### src/rtl/protobuf_pkg.sv
// Shared types and constants for the protobuf wire-format front end.
package protobuf_pkg;

    localparam int MAX_VARINT_BYTES = 10;

    typedef enum logic [1:0] {
        IDLE,
        ACCUM,
        SKIP
    } varint_state_t;

    typedef logic [63:0] varint_value_t;

    // sint32/sint64 decode: (raw >> 1) ^ -(raw & 1)
    function automatic varint_value_t ZIGZAG_DECODE(input varint_value_t raw);
        return (raw >> 1) ^ {64{raw[0]}};
    endfunction

endpackage

### src/rtl/protobuf_varint_decoder.sv
// Streaming base-128 varint decoder, one wire byte per cycle, one-deep output register.
// Optional zigzag (sint) decode is enabled with `define PROTO_VARINT_ZIGZAG_EN.
module protobuf_varint_decoder
    import protobuf_pkg::*;
#(
    parameter int MAX_BYTES = MAX_VARINT_BYTES,
    parameter int VALUE_W   = 64
) (
    input  logic               clk,
    input  logic               rst_n,
    input  logic               s_valid,
    output logic               s_ready,
    input  logic [7:0]         s_data,
    input  logic               s_last,
    output logic               m_valid,
    input  logic               m_ready,
    output logic [VALUE_W-1:0] m_value,
    output logic [3:0]         m_nbytes,
    output logic               m_last,
    output logic               m_overflow,
    output logic               err_too_long,
    output logic               err_truncated
`ifdef PROTO_VARINT_ZIGZAG_EN
    ,
    input  logic               s_zigzag,
    output logic               m_zigzag
`endif
);

    // Wide enough to hold every group shifted into place, plus the dropped high bits.
    localparam int ACC_W = (7 * MAX_BYTES > VALUE_W) ? 7 * MAX_BYTES : VALUE_W + 1;
    localparam logic [3:0] LAST_IDX = 4'(MAX_BYTES - 1);

    varint_state_t       state_reg;
    logic [VALUE_W-1:0]  acc_reg;
    logic [3:0]          count_reg;
    logic                ovf_reg;

    logic                accept;
    logic                cont;
    logic [ACC_W-1:0]    byte_bits;
    logic [VALUE_W-1:0]  acc_next;
    logic [VALUE_W-1:0]  value_next;
    logic                ovf_next;

    assign s_ready   = rst_n && !(m_valid && !m_ready);
    assign accept    = s_valid && s_ready;
    assign cont      = s_data[7];
    assign byte_bits = ACC_W'(s_data[6:0]) << (7 * int'(count_reg));
    assign acc_next  = acc_reg | byte_bits[VALUE_W-1:0];
    assign ovf_next  = ovf_reg || (byte_bits[ACC_W-1:VALUE_W] != '0);

`ifdef PROTO_VARINT_ZIGZAG_EN
    logic zz_reg;
    logic zz_cur;

    // The flag belongs to the first byte; later bytes reuse the captured copy.
    assign zz_cur     = (state_reg == IDLE) ? s_zigzag : zz_reg;
    assign value_next = zz_cur ? VALUE_W'(ZIGZAG_DECODE(varint_value_t'(acc_next))) : acc_next;
`else
    assign value_next = acc_next;
`endif

    always_ff @(posedge clk or negedge rst_n) begin
        if (!rst_n) begin
            state_reg     <= IDLE;
            acc_reg       <= '0;
            count_reg     <= '0;
            ovf_reg       <= 1'b0;
            m_valid       <= 1'b0;
            m_value       <= '0;
            m_nbytes      <= '0;
            m_last        <= 1'b0;
            m_overflow    <= 1'b0;
            err_too_long  <= 1'b0;
            err_truncated <= 1'b0;
`ifdef PROTO_VARINT_ZIGZAG_EN
            zz_reg        <= 1'b0;
            m_zigzag      <= 1'b0;
`endif
        end else begin
            err_too_long  <= 1'b0;
            err_truncated <= 1'b0;
            if (m_valid && m_ready) begin
                m_valid <= 1'b0;
            end
`ifdef PROTO_VARINT_ZIGZAG_EN
            if (accept && state_reg == IDLE) begin
                zz_reg <= s_zigzag;
            end
`endif
            if (accept) begin
                case (state_reg)
                    IDLE, ACCUM: begin
                        // count_reg is zero in IDLE, so both states share one path.
                        acc_reg   <= '0;
                        count_reg <= '0;
                        ovf_reg   <= 1'b0;
                        state_reg <= IDLE;
                        if (!cont) begin
                            m_valid    <= 1'b1;
                            m_value    <= value_next;
                            m_nbytes   <= count_reg + 4'd1;
                            m_last     <= s_last;
                            m_overflow <= ovf_next;
`ifdef PROTO_VARINT_ZIGZAG_EN
                            m_zigzag   <= zz_cur;
`endif
                        end else if (count_reg == LAST_IDX) begin
                            err_too_long <= 1'b1;
                            state_reg    <= s_last ? IDLE : SKIP;
                        end else if (s_last) begin
                            err_truncated <= 1'b1;
                        end else begin
                            acc_reg   <= acc_next;
                            count_reg <= count_reg + 4'd1;
                            ovf_reg   <= ovf_next;
                            state_reg <= ACCUM;
                        end
                    end
                    SKIP: begin
                        if (!cont || s_last) begin
                            state_reg <= IDLE;
                        end
                    end
                    default: state_reg <= IDLE;
                endcase
            end
        end
    end

endmodule
### config.mk
export PLATFORM = sky130hd
export DESIGN_NAME = protobuf_varint_decoder
export DESIGN_NICKNAME = d
export VERILOG_FILES = /design/src/rtl/protobuf_pkg.sv /design/src/rtl/protobuf_varint_decoder.sv
export SDC_FILE = /design/constraint.sdc
export NUM_CORES = 1
export LEC_CHECK = 0
export BUFFER_PORTS_ARGS = -buffer_cell sky130_fd_sc_hd__buf_2
export CORE_ASPECT_RATIO = 0.6
export CORE_MARGIN = 2
export CORE_UTILIZATION = 57
export DETAILED_ROUTE_END_ITERATION = 12
export PLACE_DENSITY = 0.8
export SLEW_MARGIN = 20
export SYNTH_ARGS = -nofsm -noshare
export SYNTH_HDL_FRONTEND = slang
export SYNTH_SLANG_ARGS = --single-unit
### constraint.sdc
create_clock -name clk -period 1.9 [get_ports clk]
set_input_delay 0.19 -clock clk [delete_from_list [all_inputs] [get_ports clk]]
set_output_delay 0.19 -clock clk [all_outputs]
set_load 0.005 [all_outputs]
==> metrics.cfg, run 1 <==
[hold_path]
hold_path_class = input port to flop

[power]
pwr_density_cell_nw_per_um2 = 1030
power_leakage_nw = 3.41
worst_ir_drop_vdd_mv = 0.772

[logic_synthesis]
synth_warnings = 0
ys_ff_latch = 144
synth_top_area_cell = dfrtp_1
seq_area_frac_synth_pct = 60.9
syn_area_um2 = 5920
synthFlopType = dfrtp_1
synthTopCellsByCount = dfrtp_1 (144), nand2_1 (81), nor2_1 (69), a21oi_1 (67), o21a_1 (64)
synthTopCellsByArea = dfrtp_1 (61%), o21a_1 (8.1%), a21oi_1 (5.7%)
synth_enable_flop_cells = 0
syn_nets = 606
synth_cell_types = 38
synth_most_common_cell = dfrtp_1
syn_area_per_cell_um2 = 10.0
synthCells = 591
synth.top_cell.area_share_pct = 60.9
ys_async_sr_fraction_pct = 100

[floorplanning]
die_x_um = 136
rows = 28
start_util_pct = 59.2
die_height_um = 82.9
ioPinCount = 87
dieArea_um2 = 11200
fp.coreArea_um2 = 9980

[clocking]
cts_buffers = 17
htree_levels = 4
postCtsSetupRepairBufs = 0
cts_tree = built
clock_latency_ns = 0.42
cts_max_path_buffers = 2
cts.sinks = 144
clk_pin_slew_ns = 0.06
clockRootBuffer = clkbuf_16

[placement]
place_inst = 787
portBuffers = 86
dp_hpwl_um = 9310
placed_area_um2 = 6490
gp_congestion = 0.874
place_ws_ns = 0.245

[final_layout]
fin_cells = 821
nFillCells = 759
synthToLayoutAreaGrowth_pct = 19.6
fin_nets = 688
seq_area_um2 = 3600
multi_input_area_um2 = 2100
layout-drive-gt1-share_pct = 19.7
diodes = 0
design_area_um2 = 7070

[timing]
fin_crit_ns = 1.77
hold_viol = 0
worst_slew_pin_slew_ns = 0.475
slew-limit-headroom_pct = 68.2
timing.final.ws_setup_ns = 0.129
rsz0062_at_grt = false
fmax_mhz = 565
setup_viol = 0
setup_tns_ns = 0
fin_skew_ns = 0.00668
fin_crit_sh_pct = 93.2
final_max_slew_viol_count = 0

[global_routing]
globalRoute.totalOverflow = 0
grt_pass1_wl_um = 24100
grt_max_degree = 109
antenna_found_initial = 0
grt_pass1_vias = 4535
grtUsageTotal_pct = 28.3

[flow_run]
cap_violations = 0

[critical_path]
end_kind = flop
worstPathMaxFanout = 64
worstSetupStartpointType = flop
crit_arrival_ns = 2.12
worstPathRequired_ns = 2.25
critical_path_class = flop to flop

[detailed_routing]
drt_first_pass_iters = 5
wire_per_inst_um = 18.2
via_count = 4755
ant_nets = 0
avgViaCountPerCell = 5.79
wl_um = 15000
drt_iter0_markers = 429
drc = 0

[outcome]
status = completed

-- cell type report --
cell class	instances	area share (%)
flip-flops and latches	144	50.9
clock buffers	26	6.77
clock inverters	6	0.814
well taps	135	2.39
multi-input cells	402	29.7
inverters	5	0.265
repair buffers	103	9.07
-- final timing paths --
| kind | slack [ns] | from | depth (start not counted) | endpoint |
|---|---|---|---|---|
| setup / recovery | 0.13 | count_reg[0] | 6 | acc_reg[36] |
| min in group asynchronous | 0.33 | rst_n | 3 | m_value[16] |
| hold / removal | 0.02 | s_last | 3 | err_truncated |
| setup reg to reg | 0.13 | count_reg[0] | 6 | acc_reg[36] |
| max in group asynchronous | 0.77 | rst_n | 4 | m_value[39] |
| hold reg to reg | 0.47 | m_value[1] | 2 | m_value[1] |
-- per-layer routing --
layer  vias up  global-route usage (%)  part of all wire [%]
li1       2179                       -                     -
met1      2336                    39.1                    43
met2       206                    43.7                    47
met3        34                    8.00                   8.3
met4         0                    9.09                   1.8
met5         -                       0                     0
-- layout by cell type, fill, tap and decap left out, drive strengths merged, types with 7 or more instances in the layout --
cell type / instances
nand4: 8
and2: 7
nor2: 70
nand2: 82
buf: 101
o21a: 64
o21ai: 71
a21oi: 67
clkbuf: 27
dfrtp: 144
-- what timing repair did --
item	in CTS	in global routing
hold buffers	1	0
setup endpoints to repair	0	2
gates resized for setup	0	2
endpoints found under the hold margin	106	0
-- power breakdown --
group          internal (W)  switching (W)  leakage, nW
logic              0.000306       0.000467         1.18
registers           0.00328       0.000121         1.97
clock network       0.00186        0.00122        0.262
-- through the flow --
stage          total power, W  hold WS, ns  utilization, %
5_1_grt               0.00755       0.0267            70.9
2_1_floorplan         0.00383       -0.106               -
4_1_cts               0.00727      0.00965            70.5
6_report              0.00726       0.0158            70.9
3_3_place_gp          0.00417        0.297            65.0
3_5_place_dp          0.00421        0.302            65.0
-- kinds of logic after synthesis --
kind of cell,share of synthesized area (%)
xor gates and xnor gates,0.148
and+or+nand+nor,14.0
muxes,0.190
adders and majority gates,0.423
AOI/OAI and AO/OA,20.6
DFF,60.9
buffers and inverters,3.70
-- critical path: stages, from the launching register on --
cell and delay, ns:
dfrtp_1 0.50, ha_1 0.25, nand3b_1 0.17, nand2b_1 0.16, nand2_2 0.14, buf_12 0.28, o21a_1 0.19
(Power assumes the default switching activity.)
==> run 2, diff against run 1 <==
--- a/config.mk
+++ b/config.mk
@@ -8,9 +8,8 @@
 export BUFFER_PORTS_ARGS = -buffer_cell sky130_fd_sc_hd__buf_2
 export CORE_ASPECT_RATIO = 0.6
 export CORE_MARGIN = 2
-export CORE_UTILIZATION = 57
+export CORE_UTILIZATION = 41
 export DETAILED_ROUTE_END_ITERATION = 12
-export PLACE_DENSITY = 0.8
 export SLEW_MARGIN = 20
 export SYNTH_ARGS = -nofsm -noshare
 export SYNTH_HDL_FRONTEND = slang
==> run 2 against run 1 <==
Net effect:
- global-route usage is 8.1 points lower
- clock power is 13% higher
- sequential power hardly changed
==> metrics.cfg, run 2 (same netlist as run 1, synthesis figures left out) <==
[critical_path]
end_kind = flop  ; unchanged
r2r_slack_ns = 0.14  ; was 0.13 ns
r2r_start = count_reg[0]  ; unchanged
worstSetupStartpointType = flop  ; unchanged
worstPathRequired_ns = 2.25  ; about the same
startpoint = count_reg[0]  ; unchanged
crit_arrival_ns = 2.11  ; was 2.12 ns
rr_worst_depth = 6  ; unchanged
worstPathMaxFanout = 64  ; unchanged
critical_path_class = flop to flop  ; unchanged
r2r-end = acc_reg[5]  ; was acc_reg[36]

[placement]
place_ws_ns = 0.163  ; was 0.245 ns
portBuffers = 86  ; unchanged
dp_hpwl_um = 10100  ; was 9310 um
gp_congestion = 0.784  ; was 0.874
placed_area_um2 = 6550  ; was 6490 um2

[detailed_routing]
ant_nets = 0  ; unchanged
avgViaCountPerCell = 5.24  ; was 5.79
wire_per_inst_um = 16.9  ; was 18.2 um
via_count = 4602  ; was 4755
drt_first_pass_iters = 5  ; unchanged
drc = 0  ; unchanged
drt_iter0_markers = 376  ; was 429
wl_um = 14900  ; was 15000 um

[final_layout]
diodes = 0  ; unchanged
final_cell_mix = dfrtp_1 (144), buf_2 (85), nand2_1 (81)  ; unchanged
design_area_um2 = 7180  ; was 7070 um2
layout-drive-gt1-share_pct = 20.7  ; was 19.7%
fin_nets = 689  ; was 688
nFillCells = 1261  ; was 759
synthToLayoutAreaGrowth_pct = 21.4  ; was 19.6%
layout_commonest_cell = dfrtp_1  ; unchanged

[timing]
fmax_mhz = 568  ; was 565 MHz
holdWs_ns = 0.00281  ; was 0.0158 ns
fin_crit_ns = 1.76  ; was 1.77 ns
timing.final.ws_setup_ns = 0.140  ; was 0.129 ns
setup_tns_ns = 0  ; unchanged
slew-limit-headroom_pct = 38.8  ; was 68.2%
worst_slew_pin_slew_ns = 0.918  ; was 0.475 ns
fin_crit_sh_pct = 92.6  ; was 93.2%
fin_skew_ns = 0.00774  ; was 0.00668 ns
hold_viol = 0  ; unchanged
final_max_slew_viol_count = 0  ; unchanged
rsz0062_at_grt = false  ; unchanged
setup_viol = 0  ; unchanged

[floorplanning]
die_height_um = 97.0  ; was 82.9 um
start_util_pct = 42.6  ; was 59.2%
die_x_um = 159  ; was 136 um
ioPinCount = 87  ; unchanged
rows = 33  ; was 28
fp.coreArea_um2 = 13900  ; was 9980 um2
dieArea_um2 = 15400  ; was 11200 um2

[global_routing]
grt_pass1_vias = 4536  ; was 4535
globalRoute.totalOverflow = 0  ; unchanged
antenna_found_initial = 0  ; unchanged
grt_max_degree = 74  ; was 109
grt_pass1_wl_um = 24200  ; was 24100 um
grtUsageTotal_pct = 20.3  ; was 28.3%

[clocking]
clockRootBuffer = clkbuf_16  ; unchanged
cts_tree = built  ; unchanged
post_cts_resized = 0  ; unchanged
cts_max_path_buffers = 2  ; unchanged
clock_latency_ns = 0.41  ; was 0.42 ns
hold_buffers = 0  ; was 1
htree_levels = 4  ; unchanged
cts_buffers = 17  ; unchanged
postCtsSetupRepairBufs = 0  ; unchanged
clk_pin_slew_ns = 0.06  ; about the same
cts.sinks = 144  ; unchanged

[power]
p_clk_share_pct = 45.6  ; was 42.5%
sw_frac_of_total_pct = 24.8  ; was 25.0%
power_leakage_nw = 3.43  ; was 3.41 nW
pwr-share-seq_pct = 44.4  ; was 46.9%
pwr_density_cell_nw_per_um2 = 1070  ; was 1030 nW/um2
p_switching_w = 0.00190  ; was 0.00181 W
p_int_w = 0.00576  ; was 0.00545 W
p_comb_share_pct = 10.0  ; was 10.7%
worst_ir_drop_vdd_mv = 0.555  ; was 0.772 mV

[flow_run]
cap_violations = 0  ; unchanged

[hold_path]
hold_path_class = input port to asynchronous set/reset pin  ; was input port to flop

[outcome]
status = completed  ; unchanged

run 2: cell count changes in the layout (fill, tap and decap cells not counted), sizes merged:
cell	change
clkinv	-1
clkbuf	-6
buf	+3
inv	+2
dlygate4sd3	-1
bufinv	+2
clkinvlp	+2
run 2: per-stage QoR:
| step | std cells | total power [W] | util (%) |
|---|---|---|---|
| CTS | 878 | 0.00772 | 51.7 |
| detailed placement | 846 | 0.00423 | 47.2 |
| global route | 879 | 0.00800 | 51.8 |
| global placement | 846 | 0.00420 | 47.2 |
| finish | 879 | 0.00766 | 51.8 |
| floorplan | 591 | 0.00383 | - |
run 2: routing by layer:
metal / global-route usage, % / up-vias / share of wire (%)
met5: 0 / - / 0
met4: 5.17 / 0 / 0.91
met3: 6.73 / 13 / 7.0
met2: 29.8 / 125 / 44
met1: 28.9 / 2269 / 48
li1: - / 2195 / -
run 2: worst max-delay path by stage:
stage                     slack (ns)  cells past startpoint           end
after detailed placement        0.16                      6    acc_reg[5]
after CTS                       0.14                      6   acc_reg[21]
after global placement          0.21                      6   acc_reg[38]
after global routing          0.0001                      4  count_reg[3]
final                           0.14                      6    acc_reg[5]
after floorplan                 0.40                      6  count_reg[3]
run 2: final cells by class:
cell class | instances | area (um2) | share of cell area [%]
tap | 192 | 240 | 3.34
clock inverter | 11 | 153 | 2.12
inverter | 5 | 18.8 | 0.261
sequential | 144 | 3600 | 50.2
multi-input combinational | 402 | 2100 | 29.3
clock buffer | 21 | 470 | 6.55
timing repair buffer | 104 | 597 | 8.31
run 2: power groups by stage:
stage | Sequential, W | Clock [W] | Combinational [W]
2_1_floorplan | 0.00345 | 0 | 0.000380
3_3_place_gp | 0.00344 | 0 | 0.000755
3_5_place_dp | 0.00345 | 0 | 0.000775
4_1_cts | 0.00340 | 0.00355 | 0.000778
5_1_grt | 0.00342 | 0.00371 | 0.000867
6_report | 0.00340 | 0.00349 | 0.000767
run 2: critical path, cell delays in order (launching register included):
cell and delay, ns:
dfrtp_1 0.48, ha_1 0.25, nand3b_1 0.20, nand2b_1 0.16, nand2_2 0.12, buf_12 0.26, o21a_1 0.18
==> run 3, diff against run 2 <==
--- a/config.mk
+++ b/config.mk
@@ -7,7 +7,6 @@
 export LEC_CHECK = 0
 export BUFFER_PORTS_ARGS = -buffer_cell sky130_fd_sc_hd__buf_2
 export CORE_ASPECT_RATIO = 0.6
-export CORE_MARGIN = 2
 export CORE_UTILIZATION = 41
 export DETAILED_ROUTE_END_ITERATION = 12
 export SLEW_MARGIN = 20
==> run 3 against run 2 <==
Net effect:
- the run now ends with negative hold slack left
- critical path type unchanged
- cell area rose by 0.35%
- clock power rose by 2%
- die area fell by 3.3%
==> metrics.cfg, run 3 (same netlist as run 1, synthesis figures left out) <==
[final_layout]
multi_input_area_um2 = 2100  ; unchanged
layout_commonest_cell = dfrtp_1  ; unchanged
diodes = 0  ; unchanged
layout-drive-gt1-share_pct = 20.6  ; was 20.7%
seq_area_um2 = 3600  ; unchanged
synthToLayoutAreaGrowth_pct = 21.9  ; was 21.4%
fin_nets = 691  ; was 689
nFillCells = 1274  ; was 1261
final_cell_mix = dfrtp_1 (144), buf_2 (85), nand2_1 (81)  ; unchanged
fin_cells = 881  ; was 879
design_area_um2 = 7210  ; was 7180 um2

[timing]
fin_skew_ns = 0.00670  ; was 0.00774 ns
hold_viol = 11  ; was 0
timing.final.ws_setup_ns = 0.160  ; was 0.140 ns
fin_crit_ns = 1.74  ; was 1.76 ns
fmax_mhz = 575  ; was 568 MHz
fin_crit_sh_pct = 91.6  ; was 92.6%
slew-limit-headroom_pct = 35.6  ; was 38.8%
setup_tns_ns = 0  ; unchanged
worst_slew_pin_slew_ns = 0.965  ; was 0.918 ns
final_max_slew_viol_count = 0  ; unchanged
rsz0062_at_grt = false  ; unchanged
holdWs_ns = -0.0107  ; was 0.00281 ns
setup_viol = 0  ; unchanged

[detailed_routing]
drt_iter0_markers = 356  ; was 376
via_count = 4643  ; was 4602
wire_per_inst_um = 17.2  ; was 16.9 um
wl_um = 15200  ; was 14900 um
drc = 0  ; unchanged
ant_nets = 0  ; unchanged
avgViaCountPerCell = 5.27  ; was 5.24
drt_first_pass_iters = 4  ; was 5

[floorplanning]
rows = 33  ; unchanged
die_height_um = 95.0  ; was 97.0 um
fp.coreArea_um2 = 13900  ; unchanged
dieArea_um2 = 14900  ; was 15400 um2
die_x_um = 157  ; was 159 um
start_util_pct = 42.6  ; unchanged
ioPinCount = 87  ; unchanged

[global_routing]
grtUsageTotal_pct = 22.1  ; was 20.3%
gr-usage-met1_pct = 31.5  ; was 28.9%
antenna_found_initial = 0  ; unchanged
grt.busiest_layer = met2  ; unchanged
grt_pass1_vias = 4583  ; was 4536
grt_pass1_wl_um = 24500  ; was 24200 um
grt_max_degree = 78  ; was 74
globalRoute.totalOverflow = 0  ; unchanged
met3_usage_pct = 5.82  ; was 6.73%
use_met2_pct = 32.3  ; was 29.8%

[placement]
portBuffers = 86  ; unchanged
dp_hpwl_um = 10100  ; about the same
gp_congestion = 0.794  ; was 0.784
place_ws_ns = 0.204  ; was 0.163 ns
place_inst = 848  ; was 846
placed_area_um2 = 6570  ; was 6550 um2

[critical_path]
path_cells = nand2b_1 > nand4_1 > nor2_1 > o21a_1  ; was ha_1 > nand3b_1 > nand2b_1 > nand2_2 > buf_12 > o21a_1
critical_path_class = flop to flop  ; unchanged
end_kind = flop  ; unchanged
r2r_slack_ns = 0.16  ; was 0.14 ns
r2r-end = acc_reg[21]  ; was acc_reg[5]
worstSetupStartpointType = flop  ; unchanged
r2r_start = m_valid  ; was count_reg[0]
crit_arrival_ns = 2.09  ; was 2.11 ns
crit_path_max_incr_delay_ns = 0.54  ; was 0.48 ns
slowest_stage = nand4_1  ; was dfrtp_1
rr_worst_depth = 4  ; was 6
worstPathMaxFanout = 13  ; was 64
worstPathRequired_ns = 2.25  ; about the same

[power]
worst_ir_drop_vdd_mv = 0.565  ; was 0.555 mV
pwr_density_cell_nw_per_um2 = 1070  ; about the same
power_leakage_nw = 3.45  ; was 3.43 nW

[clocking]
clk_pin_slew_ns = 0.06  ; about the same
cts_tree = built  ; unchanged
clock_latency_ns = 0.42  ; was 0.41 ns
cts_max_path_buffers = 2  ; unchanged
cts_buffers = 17  ; unchanged
post_cts_resized = 0  ; unchanged
htree_levels = 4  ; unchanged
clockRootBuffer = clkbuf_16  ; unchanged
cts.sinks = 144  ; unchanged

[outcome]
violations = negative hold slack
status = complete, but fails checks  ; was completed

[hold_path]
hold_path_class = input port to asynchronous set/reset pin  ; unchanged

[flow_run]
cap_violations = 0  ; unchanged

==> run 3: worst max path at each step <==
stage,end,start,slack [ns]
floorplan,count_reg[3],count_reg[1],0.40
global placement,acc_reg[40],count_reg[0],0.24
detailed placement,acc_reg[21],m_valid,0.20
CTS,acc_reg[21],m_valid,0.17
global route,acc_reg[21],m_valid,0.009
finish,acc_reg[21],m_valid,0.16
==> run 3: repair_timing <==
item | CTS | global route
hold buffers | 1 | 0
setup buffers | 0 | 0
hold endpoints to repair | 1 | 0
==> run 3: metal layers <==
layer	up-vias	share of wire (%)
met5	-	0
met4	0	1.2
met3	18	5.8
met2	148	44
met1	2286	49
li1	2191	-
==> run 3: worst max-delay path, delay by kind of cell (launching register included) <==
kind | cells | cell delay (ns)
flip-flops | 1 | 0.37
AND/OR/NAND/NOR | 3 | 1.18
AO/OA/AOI/OAI | 1 | 0.12
==> run 3: where the power goes <==
group	internal (W)	switching [W]	total [W]
combinational	0.000301	0.000478	0.000780
clock	0.00230	0.00126	0.00356
sequential	0.00328	0.000117	0.00340
total	0.00588	0.00186	0.00774
==> run 3: per-stage QoR <==
stage                     power, W  hold slack (ns)  utilization, %
final                      0.00774          -0.0107            52.0
after CTS                  0.00779           0.0359            52.0
after global placement     0.00420            0.435            47.3
after floorplan            0.00383           -0.106               -
after detailed placement   0.00423            0.437            47.3
after global routing       0.00805           0.0752            52.0
==> run 3: layout make-up <==
type | instances | area share [%]
sequential | 144 | 50.0
clock buffer | 22 | 6.58
multi-input combinational | 402 | 29.2
inverter | 5 | 0.260
tap | 192 | 3.33
timing repair buffer | 106 | 8.52
clock inverter | 10 | 2.17
